### config.mk
export PLATFORM = sky130hd
export DESIGN_NAME = nco_phase_gen_flat
export DESIGN_NICKNAME = d
export VERILOG_FILES = /design/src/rtl/nco_phase_gen_if.sv /design/src/rtl/nco_phase_gen.sv /design/src/flat_wrapper.sv
export SDC_FILE = /design/constraint.sdc
export NUM_CORES = 1
export LEC_CHECK = 0
export BUFFER_PORTS_ARGS = -buffer_cell sky130_fd_sc_hd__buf_4
export CAP_MARGIN = 30
export CORE_MARGIN = 3
export CORE_UTILIZATION = 59
export DETAILED_ROUTE_END_ITERATION = 16
export GPL_TIMING_DRIVEN = 0
export PLACE_DENSITY = 0.81
export SLEW_MARGIN = 25
export SYNTH_ARGS = -nofsm -noshare
export SYNTH_HDL_FRONTEND = slang
export SYNTH_SLANG_ARGS = --single-unit
### constraint.sdc
create_clock -name clk_i -period 4.43 [get_ports clk_i]
set_input_delay 0 -clock clk_i [delete_from_list [all_inputs] [get_ports clk_i]]
set_output_delay 0 -clock clk_i [all_outputs]
set_load 0.03 [all_outputs]
### src/rtl/nco_phase_gen_if.sv
// nco_phase_gen_if -- control/ROM-side signal bundle for the NCO phase generator.
// master: the controller driving strobes and tuning words (e.g. a testbench or
//         the surrounding datapath).
// slave : the phase generator itself.
// Both parameters must match those of the connected nco_phase_gen instance.

interface nco_phase_gen_if #(
  parameter int ACC_WIDTH  = 32,
  parameter int ADDR_WIDTH = 10
);

  // Sample strobe, phase clear and tuning-word handshake.
  logic                  en_i;
  logic                  sync_i;
  logic [ACC_WIDTH-1:0]  ftw_i;
  logic                  ftw_valid_i;
  logic                  ftw_ready_o;

  // Quarter-wave ROM request and the sign/valid that line up with ROM data.
  logic                  rom_en_o;
  logic [ADDR_WIDTH-1:0] rom_addr_o;
  logic                  neg_o;
  logic                  valid_o;

  modport master (
    output en_i, sync_i, ftw_i, ftw_valid_i,
    input  ftw_ready_o, rom_en_o, rom_addr_o, neg_o, valid_o
  );

  modport slave (
    input  en_i, sync_i, ftw_i, ftw_valid_i,
    output ftw_ready_o, rom_en_o, rom_addr_o, neg_o, valid_o
  );

endinterface

### src/rtl/nco_phase_gen.sv
// nco_phase_gen -- phase accumulator and quarter-wave ROM address generator.
//
// Each en_i strobe maps the current (pre-increment) phase onto a quarter-wave
// sine ROM address, then advances the phase by the active tuning word.
// The two MSBs of the phase select the quadrant: odd quadrants mirror the
// address, the upper half-cycle sets neg_o so the consumer negates ROM data.
// neg_o/valid_o are delayed one cycle to line up with a registered ROM.
//
// Tuning words are loaded through a one-deep shadow register and take effect
// on the next en_i or sync_i edge, so a frequency change never lands between
// a read and its increment.
//
// Optional feature: define NCO_PHASE_DITHER_EN to add a 32-bit Galois LFSR
// (x^32+x^22+x^2+x+1, seed 0xACE10001) whose low bits are added to the phase
// before mapping. The dither only affects the address, never the stored
// accumulator. Requires ACC_WIDTH-ADDR_WIDTH-2 <= 32.

module nco_phase_gen #(
  parameter int ACC_WIDTH  = 32,
  parameter int ADDR_WIDTH = 10
) (
  input  logic            clk_i,
  input  logic            rst_n_i,
  nco_phase_gen_if.slave  bus
);

  typedef enum logic {
    FTW_IDLE = 1'b0,
    FTW_PEND = 1'b1
  } ftw_state_e;

  // Tuning word handshake state.
  ftw_state_e            state_q, state_d;
  logic [ACC_WIDTH-1:0]  shadow_q, shadow_d;
  logic [ACC_WIDTH-1:0]  ftw_active_q, ftw_active_d;

  // Phase accumulator.
  logic [ACC_WIDTH-1:0]  acc_q, acc_d;

  // Address stage (issued with the ROM read) and sign stage (aligned with data).
  logic                  rom_en_q;
  logic [ADDR_WIDTH-1:0] rom_addr_q, rom_addr_d;
  logic                  stage1_q, stage1_d;
  logic                  neg_q, neg_d;
  logic                  valid_q;

  // Phase-to-address mapping: top two bits are the quadrant, next ADDR_WIDTH
  // bits index into the quarter wave.
  logic [ADDR_WIDTH+1:0] map_top;
  logic [1:0]            quad;
  logic [ADDR_WIDTH-1:0] idx;
  logic [ADDR_WIDTH-1:0] addr_map;

`ifdef NCO_PHASE_DITHER_EN
  localparam int          LSB_W     = ACC_WIDTH - ADDR_WIDTH - 2;
  localparam logic [31:0] LFSR_SEED = 32'hACE1_0001;
  // Right-shift Galois toggle mask for x^32+x^22+x^2+x+1.
  localparam logic [31:0] LFSR_MASK = 32'h8020_0003;

  logic [31:0] lfsr_q, lfsr_d;

  // LFSR advances once per sample strobe.
  always_comb begin
    lfsr_d = lfsr_q;
    if (bus.en_i) begin
      lfsr_d = {1'b0, lfsr_q[31:1]} ^ (lfsr_q[0] ? LFSR_MASK : 32'h0);
    end
  end

  // LFSR register; reseeded on reset so the dither sequence is repeatable.
  always_ff @(posedge clk_i or negedge rst_n_i) begin
    if (!rst_n_i) begin
      lfsr_q <= LFSR_SEED;
    end else begin
      lfsr_q <= lfsr_d;
    end
  end

  // Dither is added below the address bits only; carries may ripple into the
  // index/quadrant, which is what spreads the truncation error.
  assign map_top = (ADDR_WIDTH+2)'((acc_q + ACC_WIDTH'(lfsr_q[LSB_W-1:0])) >> LSB_W);
`else
  assign map_top = acc_q[ACC_WIDTH-1 -: ADDR_WIDTH+2];
`endif

  assign quad     = map_top[ADDR_WIDTH+1 -: 2];
  assign idx      = map_top[ADDR_WIDTH-1:0];
  // The ROM stores samples at half-LSB offsets, so the mirror is a plain
  // bitwise inversion with no off-by-one correction.
  assign addr_map = quad[0] ? ~idx : idx;

  // Tuning word FSM: accept into the shadow when idle, commit on the next
  // en_i or sync_i edge.
  // NOTE: every signal assigned in this block gets a default first, so no
  // path leaves it unassigned and no latch is inferred.
  always_comb begin
    state_d      = state_q;
    shadow_d     = shadow_q;
    ftw_active_d = ftw_active_q;
    case (state_q)
      FTW_IDLE: begin
        if (bus.ftw_valid_i) begin
          shadow_d = bus.ftw_i;
          state_d  = FTW_PEND;
        end
      end
      FTW_PEND: begin
        if (bus.en_i || bus.sync_i) begin
          ftw_active_d = shadow_q;
          state_d      = FTW_IDLE;
        end
      end
      default: begin
        state_d = FTW_IDLE;
      end
    endcase
  end

  // Accumulator next state; the increment uses the word that becomes active
  // on this very edge, so a committed update is felt immediately.
  always_comb begin
    acc_d = acc_q;
    if (bus.sync_i) begin
      acc_d = '0;
    end else if (bus.en_i) begin
      acc_d = acc_q + ftw_active_d;
    end
  end

  // Read-issue and sign pipeline next state.
  always_comb begin
    rom_addr_d = rom_addr_q;
    stage1_d   = stage1_q;
    neg_d      = neg_q;
    if (bus.en_i) begin
      rom_addr_d = addr_map;
      stage1_d   = quad[1];
    end
    if (rom_en_q) begin
      neg_d = stage1_q;
    end
  end

  // Handshake and accumulator registers.
  // NOTE: sequential state uses non-blocking assignments so every register
  // samples the pre-edge values regardless of statement order.
  always_ff @(posedge clk_i or negedge rst_n_i) begin
    if (!rst_n_i) begin
      state_q      <= FTW_IDLE;
      shadow_q     <= '0;
      ftw_active_q <= '0;
      acc_q        <= '0;
    end else begin
      state_q      <= state_d;
      shadow_q     <= shadow_d;
      ftw_active_q <= ftw_active_d;
      acc_q        <= acc_d;
    end
  end

  // ROM request and sign/valid alignment registers; reset flushes any
  // in-flight read.
  always_ff @(posedge clk_i or negedge rst_n_i) begin
    if (!rst_n_i) begin
      rom_en_q   <= 1'b0;
      rom_addr_q <= '0;
      stage1_q   <= 1'b0;
      neg_q      <= 1'b0;
      valid_q    <= 1'b0;
    end else begin
      rom_en_q   <= bus.en_i;
      rom_addr_q <= rom_addr_d;
      stage1_q   <= stage1_d;
      neg_q      <= neg_d;
      valid_q    <= rom_en_q;
    end
  end

  assign bus.ftw_ready_o = (state_q == FTW_IDLE);
  assign bus.rom_en_o    = rom_en_q;
  assign bus.rom_addr_o  = rom_addr_q;
  assign bus.neg_o       = neg_q;
  assign bus.valid_o     = valid_q;

endmodule

### src/flat_wrapper.sv
// flat-port wrapper written by rule: the top's interface ports become plain ports
module nco_phase_gen_flat 
#(
  parameter int ACC_WIDTH  = 32,
  parameter int ADDR_WIDTH = 10
)
  (clk_i, rst_n_i, bus_en_i, bus_sync_i, bus_ftw_i, bus_ftw_valid_i, bus_ftw_ready_o, bus_rom_en_o, bus_rom_addr_o, bus_neg_o, bus_valid_o);
  nco_phase_gen_if #(.ACC_WIDTH(ACC_WIDTH), .ADDR_WIDTH(ADDR_WIDTH)) bus_i ();
  input  logic clk_i;
  input  logic rst_n_i;
  input wire logic [$bits(bus_i.en_i)-1:0] bus_en_i;
  input wire logic [$bits(bus_i.sync_i)-1:0] bus_sync_i;
  input wire logic [$bits(bus_i.ftw_i)-1:0] bus_ftw_i;
  input wire logic [$bits(bus_i.ftw_valid_i)-1:0] bus_ftw_valid_i;
  output wire logic [$bits(bus_i.ftw_ready_o)-1:0] bus_ftw_ready_o;
  output wire logic [$bits(bus_i.rom_en_o)-1:0] bus_rom_en_o;
  output wire logic [$bits(bus_i.rom_addr_o)-1:0] bus_rom_addr_o;
  output wire logic [$bits(bus_i.neg_o)-1:0] bus_neg_o;
  output wire logic [$bits(bus_i.valid_o)-1:0] bus_valid_o;
  assign bus_i.en_i = bus_en_i;
  assign bus_i.sync_i = bus_sync_i;
  assign bus_i.ftw_i = bus_ftw_i;
  assign bus_i.ftw_valid_i = bus_ftw_valid_i;
  assign bus_ftw_ready_o = bus_i.ftw_ready_o;
  assign bus_rom_en_o = bus_i.rom_en_o;
  assign bus_rom_addr_o = bus_i.rom_addr_o;
  assign bus_neg_o = bus_i.neg_o;
  assign bus_valid_o = bus_i.valid_o;
  nco_phase_gen #(.ACC_WIDTH(ACC_WIDTH), .ADDR_WIDTH(ADDR_WIDTH)) u_core (.clk_i(clk_i), .rst_n_i(rst_n_i), .bus(bus_i));
endmodule
==> results_dict.tcl, run 1 <==
set metrics [dict create \
    crit_arrival_ns 4.50 \
    overflow 0 \
    cp.required_ns 4.71 \
    synthMuxAreaShare_pct 15.87 \
    p_leak_nw 3.200 \
    r2r-start "u_core.state_q" \
    holdWs_ns 0.1508 \
    synth_top_cell_by_area "dfrtp_1" \
    clkTransAtPathRegs_ns 0.10 \
    die_h_um 105.8 \
    finalSetupViolCount 0 \
    yosys_warnings 0 \
    die_x_um 105.8 \
    synthXorXnorAreaFrac_pct 5.070 \
    dpl.hpwl_mm 8.522 \
    period_needed_ns 4.222 \
    synth_fp_nets 597 \
    powerDensity_nw_per_um2 628.8 \
    max_slew_margin_pct 42.37 \
    timing.fmax_mhz 236.9 \
    synth_async_sr_flop_share_pct 100.0 \
    min_period_over_period_pct 95.30 \
    worst_setup_path_end_kind "flip-flop" \
    vias 4234 \
    ys_ff_latch 111 \
    grt_pass1_wl_mm 20.33 \
    cts_buffers 9 \
    drt_iter0_markers 202 \
    drv_slew 0 \
    ys.flop_type "dfrtp_1" \
    syn_avg_cell_area_sq_um 11.27 \
    rows 35 \
    synth_top_area_share_pct 47.29 \
    crit_type "in2reg" \
    hold_path.startpoint "bus_sync_i" \
    grt_usage_pct 22.74 \
    synth_compound_area_share_pct 12.53 \
    syn_inst 521 \
    finalClockSkew_ns 0.01087 \
    critPathMaxFanout 10 \
    hold_viol_final 0 \
    cts.sink_count 111 \
    gp_congestion 0.8818 \
    cts_root_buf "clkbuf_8" \
    clock_latency_ns 0.38 \
    coreArea_sq_um 9459 \
    setup_tns_ns 0 \
    diodes 0 \
    worst_pin_slew_ns 0.8645 \
    final_util_pct 73.19 \
    yosys-top-cells-area "dfrtp_1, mux2_2, ha_1" \
    yosysUniqueCellTypes 54 \
    outcome "completed" \
    synth_edf_count 0 \
    yosysSeqAreaShare_pct 47.29 \
    yosys.area_share.simple_pct 9.075 \
    hp-class "in2reg" \
    fin_nets 691 \
    grt_max_degree 112 \
    drc 0 \
    drt-pass1-iter-count 4 \
    cts_tree "built" \
    cts_buffer_depth 2 \
    critPathLaunch "bus_en_i" \
    grt_pass1_vias 4334 \
    fp.dieArea_sq_um 11190 \
    max-vdd-ir-drop_mv 0.4070 \
    drive_above_1_share_pct 23.55 \
    synth_top_family_by_area "multiplexers" \
    area_delta_synth_final_pct 17.87 \
    netlist_area_sq_um 5873 \
    portBuffers 49 \
    num_io_pins 51 \
    power_mw 4.353 \
    viasPerCell 5.653 \
    antenna_found_initial 0 \
    rsz0062_at_grt "no" \
    start_kind "primary input" \
    drt_wl_total_mm 12.17 \
    max_cap_violations 0 \
    cts_max_level 3 \
    wl_per_cell_um 16.24 \
    post_cts_buffers 0 \
    start_util_pct 62.09 \
    ant_nets 0 \
    yosys.area_share.adder_pct 8.436 \
]
[through the flow]
step / instances / instance area [sq um] / worst slack (ns)
after floorplan: 521 / 5873 / 0.8686
after global placement: 699 / 6402 / 0.06885
after detailed placement: 699 / 6406 / -0.01399
after CTS: 749 / 6913 / 0.03110
after global routing: 749 / 6923 / 0.004578
final: 749 / 6923 / 0.2083
[layer usage]
layer  up-vias  track usage [%]  share of wire [%]  wire, um
met5         -                0                  0         0
met1      2081            29.19                 46      5540
li1       2052                -                  -         -
met3        18            4.654                3.7       455
met4         0            7.401                1.7       211
met2        83            38.62                 49      5959
[worst max-delay path, cell delays in order]
cell           delay, ns
dlygate4sd3_1       0.54
buf_4               0.14
clkbuf_1            0.17
o21ai_2             0.32
clkbuf_1            0.64
mux2_2              0.44
ha_1                0.36
a211oi_1            0.30
nand2_1             0.11
o211ai_1            0.12
a21oi_2             0.07
a211o_1             0.36
a211oi_2            0.39
o41a_1              0.26
nor3_1              0.06
a211o_1             0.23
[state kept, by name, summed over array words and instances (netlist names)]
signal                 flops
u_core.acc_q              32
u_core.ftw_active_q       32
u_core.shadow_q           32
u_core.bus.rom_addr_o     10
u_core.bus.neg_o           1
u_core.bus.rom_en_o        1
u_core.bus.valid_o         1
u_core.stage1_q            1
u_core.state_q             1
[report_power, final]
part	switching, mW	internal (mW)
registers	0.178	1.33
logic	1.26	1.04
clock network	0.338	0.205
[cell type report]
cell class                      count  area (sq um)
Multi-Input combinational cell    383          2998
Sequential cell                   111          2778
Fill cell                         696          2536
Timing Repair Buffer               83         714.4
Tap cell                          129         161.4
Clock buffer                       11         131.4
Buffer                             20         80.08
Clock inverter                      5         33.78
Inverter                            7         26.28
[cells in the final DEF, fill, tap and decap left out, types with 7 or more instances in the layout]
cell type and count:
xnor2_1 22, a21o_1 11, xor2_1 12, clkbuf_8 10, inv_1 7, nand2_1 22, o21ai_0 10, clkbuf_1 20
dlygate4sd3_1 34, nand3_1 8, nor2_1 61, mux2_2 65, mux2i_1 20, buf_4 48, a21oi_1 40, dfrtp_1 111
ha_1 38
[worst paths after layout]
kind | end | slack [ns] | cells after the start
worst max-delay path | u_core.acc_q[26] | 0.21 | 16
min in group asynchronous | u_core.acc_q[28] | 0.28 | 2
max in group asynchronous | u_core.shadow_q[28] | 3.52 | 2
worst max register to register | u_core.acc_q[26] | 0.41 | 13
worst min register to register | u_core.bus.valid_o | 0.42 | 0
worst min-delay path | u_core.acc_q[30] | 0.15 | 4
[logic make-up (layout without fill, tap and decap cells)]
logic type      Yosys count  count (layout)
compound gates          107             107
xor+xnor                 34              34
fa+ha+maj                39              39
buf+inv                  27             126
flops                   111             111
mux                      85              85
simple gates            118             118
[Yosys cell counts, drive strengths merged, types with 2 or more instances]
| library cell | n |
|---|---|
| nor2b | 3 |
| xnor2 | 22 |
| mux2i | 20 |
| nand3 | 8 |
| a21boi | 3 |
| o211ai | 6 |
| inv | 7 |
| nor3 | 6 |
| or4 | 2 |
| clkbuf | 20 |
| mux2 | 65 |
| or3 | 2 |
| a211oi | 7 |
| ha | 38 |
| o21bai | 3 |
| nor2 | 62 |
| nand2 | 23 |
| a31oi | 2 |
| a21o | 11 |
| and3 | 5 |
| a211o | 5 |
| dfrtp | 111 |
| o21ai | 16 |
| xor2 | 12 |
| a21oi | 42 |
| o211a | 2 |
| nor3b | 2 |
| o31ai | 2 |
| o22ai | 2 |
[what timing repair did]
action / CTS / global route
gates resized for setup: 1 / 5
hold buffers: 34 / 0
hold endpoints to repair: 144 / 0
endpoints found under the setup margin: 2 / 9
Power figures use the tool's default switching activity.
==> inputs of run 2 (changes only) <==
--- a/config.mk
+++ b/config.mk
@@ -5,13 +5,15 @@
 export SDC_FILE = /design/constraint.sdc
 export NUM_CORES = 1
 export LEC_CHECK = 0
-export BUFFER_PORTS_ARGS = -buffer_cell sky130_fd_sc_hd__buf_4
 export CAP_MARGIN = 30
 export CORE_MARGIN = 3
 export CORE_UTILIZATION = 59
+export CTS_BUF_LIST = sky130_fd_sc_hd__clkbuf_4 sky130_fd_sc_hd__clkbuf_8
 export DETAILED_ROUTE_END_ITERATION = 16
+export DONT_BUFFER_PORTS = 1
 export GPL_TIMING_DRIVEN = 0
-export PLACE_DENSITY = 0.81
+export PLACE_DENSITY = 0.77
+export REMOVE_ABC_BUFFERS = 1
 export SLEW_MARGIN = 25
 export SYNTH_ARGS = -nofsm -noshare
 export SYNTH_HDL_FRONTEND = slang
==> results_dict.tcl, run 2 (synthesis results as in run 1) <==
set metrics [dict create \
    powerDensity_nw_per_um2 647.0 \
    hold_viol_final 0 \
    crit_arrival_ns 4.43 \
    finalClockSkew_ns 0.01286 \
    setup_tns_ns 0 \
    drc 0 \
    grt_pass1_wl_mm 18.42 \
    cts_buffers 9 \
    outcome "completed" \
    coreArea_sq_um 9459 \
    p_leak_nw 3.041 \
    area_delta_synth_final_pct 13.80 \
    final_common_cell "dfrtp_1" \
    die_x_um 105.8 \
    portBuffers 0 \
    post_cts_buffers 0 \
    grt_pass1_vias 3877 \
    critPathMaxFanout 20 \
    timing.fmax_mhz 243.4 \
    hold_path.startpoint "bus_ftw_valid_i" \
    start_kind "flip-flop" \
    max_slew_margin_pct 59.00 \
    ant_nets 0 \
    max_cap_violations 0 \
    grt_usage_pct 20.27 \
    antenna_found_initial 0 \
    cts_tree "built" \
    placed_cells 632 \
    final_area_sq_um 6684 \
    cts_max_level 3 \
    finalSetupViolCount 0 \
    wl_per_cell_um 16.03 \
    worst_pin_slew_ns 0.6150 \
    min_path_cells 2 \
    r2r-start "u_core.state_q" \
    diodes 0 \
    reg_top3 "u_core.acc_q (32), u_core.ftw_active_q (32), u_core.shadow_q (32)" \
    worst_setup_path_end_kind "flip-flop" \
    die_h_um 105.8 \
    crit_type "reg2reg" \
    drt-pass1-iter-count 6 \
    cp.required_ns 4.75 \
    viasPerCell 5.682 \
    cts.sink_count 111 \
    fin_nets 629 \
    cts_resized 0 \
    drt_iter0_markers 134 \
    dpl.hpwl_mm 7.108 \
    grt_max_degree 112 \
    place_area_sq_um 6033 \
    clock_latency_ns 0.37 \
    fp.dieArea_sq_um 11190 \
    gp_congestion 0.9164 \
    rsz0062_at_grt "no" \
    drive_above_1_share_pct 18.31 \
    start_util_pct 62.09 \
    min_period_over_period_pct 92.76 \
    clkTransAtPathRegs_ns 0.10 \
    reg2reg_slack_ns 0.32 \
    period_needed_ns 4.109 \
    min_to "u_core.shadow_q[24]" \
    overflow 0 \
    drv_slew 0 \
    hp-class "in2reg" \
    reg2reg_to "u_core.acc_q[29]" \
    max-vdd-ir-drop_mv 0.3817 \
    r2r_cells 13 \
    cts_root_buf "clkbuf_8" \
    final_cell_mix "dfrtp_1, mux2_2, nor2_1" \
    vias 3898 \
    num_io_pins 51 \
    cts_buffer_depth 2 \
    instances_no_fill 686 \
    drt_wl_total_mm 11.00 \
    rows 35 \
]
run 2: cell count changes in the layout (fill, tap and decap cells not counted), moves of 2 or more:
cell	before	now
dlygate4sd3_1	34	36
buf_16	0	4
bufinv_16	0	2
clkbuf_1	20	0
clkinvlp_4	2	0
buf_4	48	0
run 2: area by class of cell:
type | count | area [sq um]
Timing Repair Buffer | 41 | 490.5
Multi-Input combinational cell | 383 | 3013
Clock inverter | 4 | 70.07
Fill cell | 716 | 2775
Inverter | 7 | 26.28
Sequential cell | 111 | 2778
Clock buffer | 11 | 145.1
Tap cell | 129 | 161.4
run 2: through the flow:
| stage | power, mW | hold slack, ns | setup WS (ns) | util [%] |
|---|---|---|---|---|
| 4_1_cts | 4.339 | 0.06661 | 0.3432 | 70.66 |
| 3_3_place_gp | 3.513 | -0.2918 | -1.013 | 63.00 |
| 3_5_place_dp | 3.605 | -0.2910 | 0.4818 | 63.78 |
| 6_report | 4.325 | 0.07471 | 0.3209 | 70.66 |
| 2_1_floorplan | 3.236 | -0.2956 | 0.2674 | - |
| 5_1_grt | 4.652 | 0.08260 | 0.08883 | 70.66 |
run 2: routing by layer:
| layer | vias to the layer above | wire length [um] | GRT usage, % |
|---|---|---|---|
| met5 | - | 0 | 0 |
| met4 | 0 | 123 | 4.995 |
| met3 | 12 | 389 | 4.164 |
| met2 | 70 | 5394 | 33.88 |
| met1 | 1893 | 5088 | 27.22 |
| li1 | 1923 | - | - |
run 2: critical path, stage by stage (launching register included):
cell and delay, ns:
dfrtp_1 0.49, o21ai_4 0.27, buf_16 0.24, mux2_2 0.36, ha_1 0.33, a21oi_1 0.25
o21bai_1 0.16, o32ai_1 0.50, nor3_2 0.13, o21ai_2 0.20, a31oi_2 0.14, a211o_1 0.28
a21oi_1 0.15, dlygate4sd3_1 0.56
run 2: how the worst max path moves through the flow:
stage | from | to | slack [ns] | cells after the start
2_1_floorplan | bus_sync_i | u_core.acc_q[26] | 0.27 | 13
3_3_place_gp | bus_sync_i | u_core.acc_q[26] | -1.01 | 13
3_5_place_dp | u_core.state_q | u_core.acc_q[26] | 0.48 | 14
4_1_cts | u_core.state_q | u_core.acc_q[29] | 0.34 | 13
5_1_grt | u_core.state_q | u_core.acc_q[29] | 0.09 | 13
6_report | u_core.state_q | u_core.acc_q[29] | 0.32 | 13
run 2: repair_timing:
action | CTS | global route
hold endpoints to repair | 188 | 0
hold buffers | 39 | 0
setup endpoints to repair | 0 | 0
run 2: power by group:
group          internal [mW]  leakage (nW)  switching [mW]  total (mW)
registers               1.33          1.35           0.296        1.63
logic                  0.966          1.57            1.08        2.04
clock network          0.336         0.113           0.316       0.652
total                   2.63          3.04            1.69        4.32
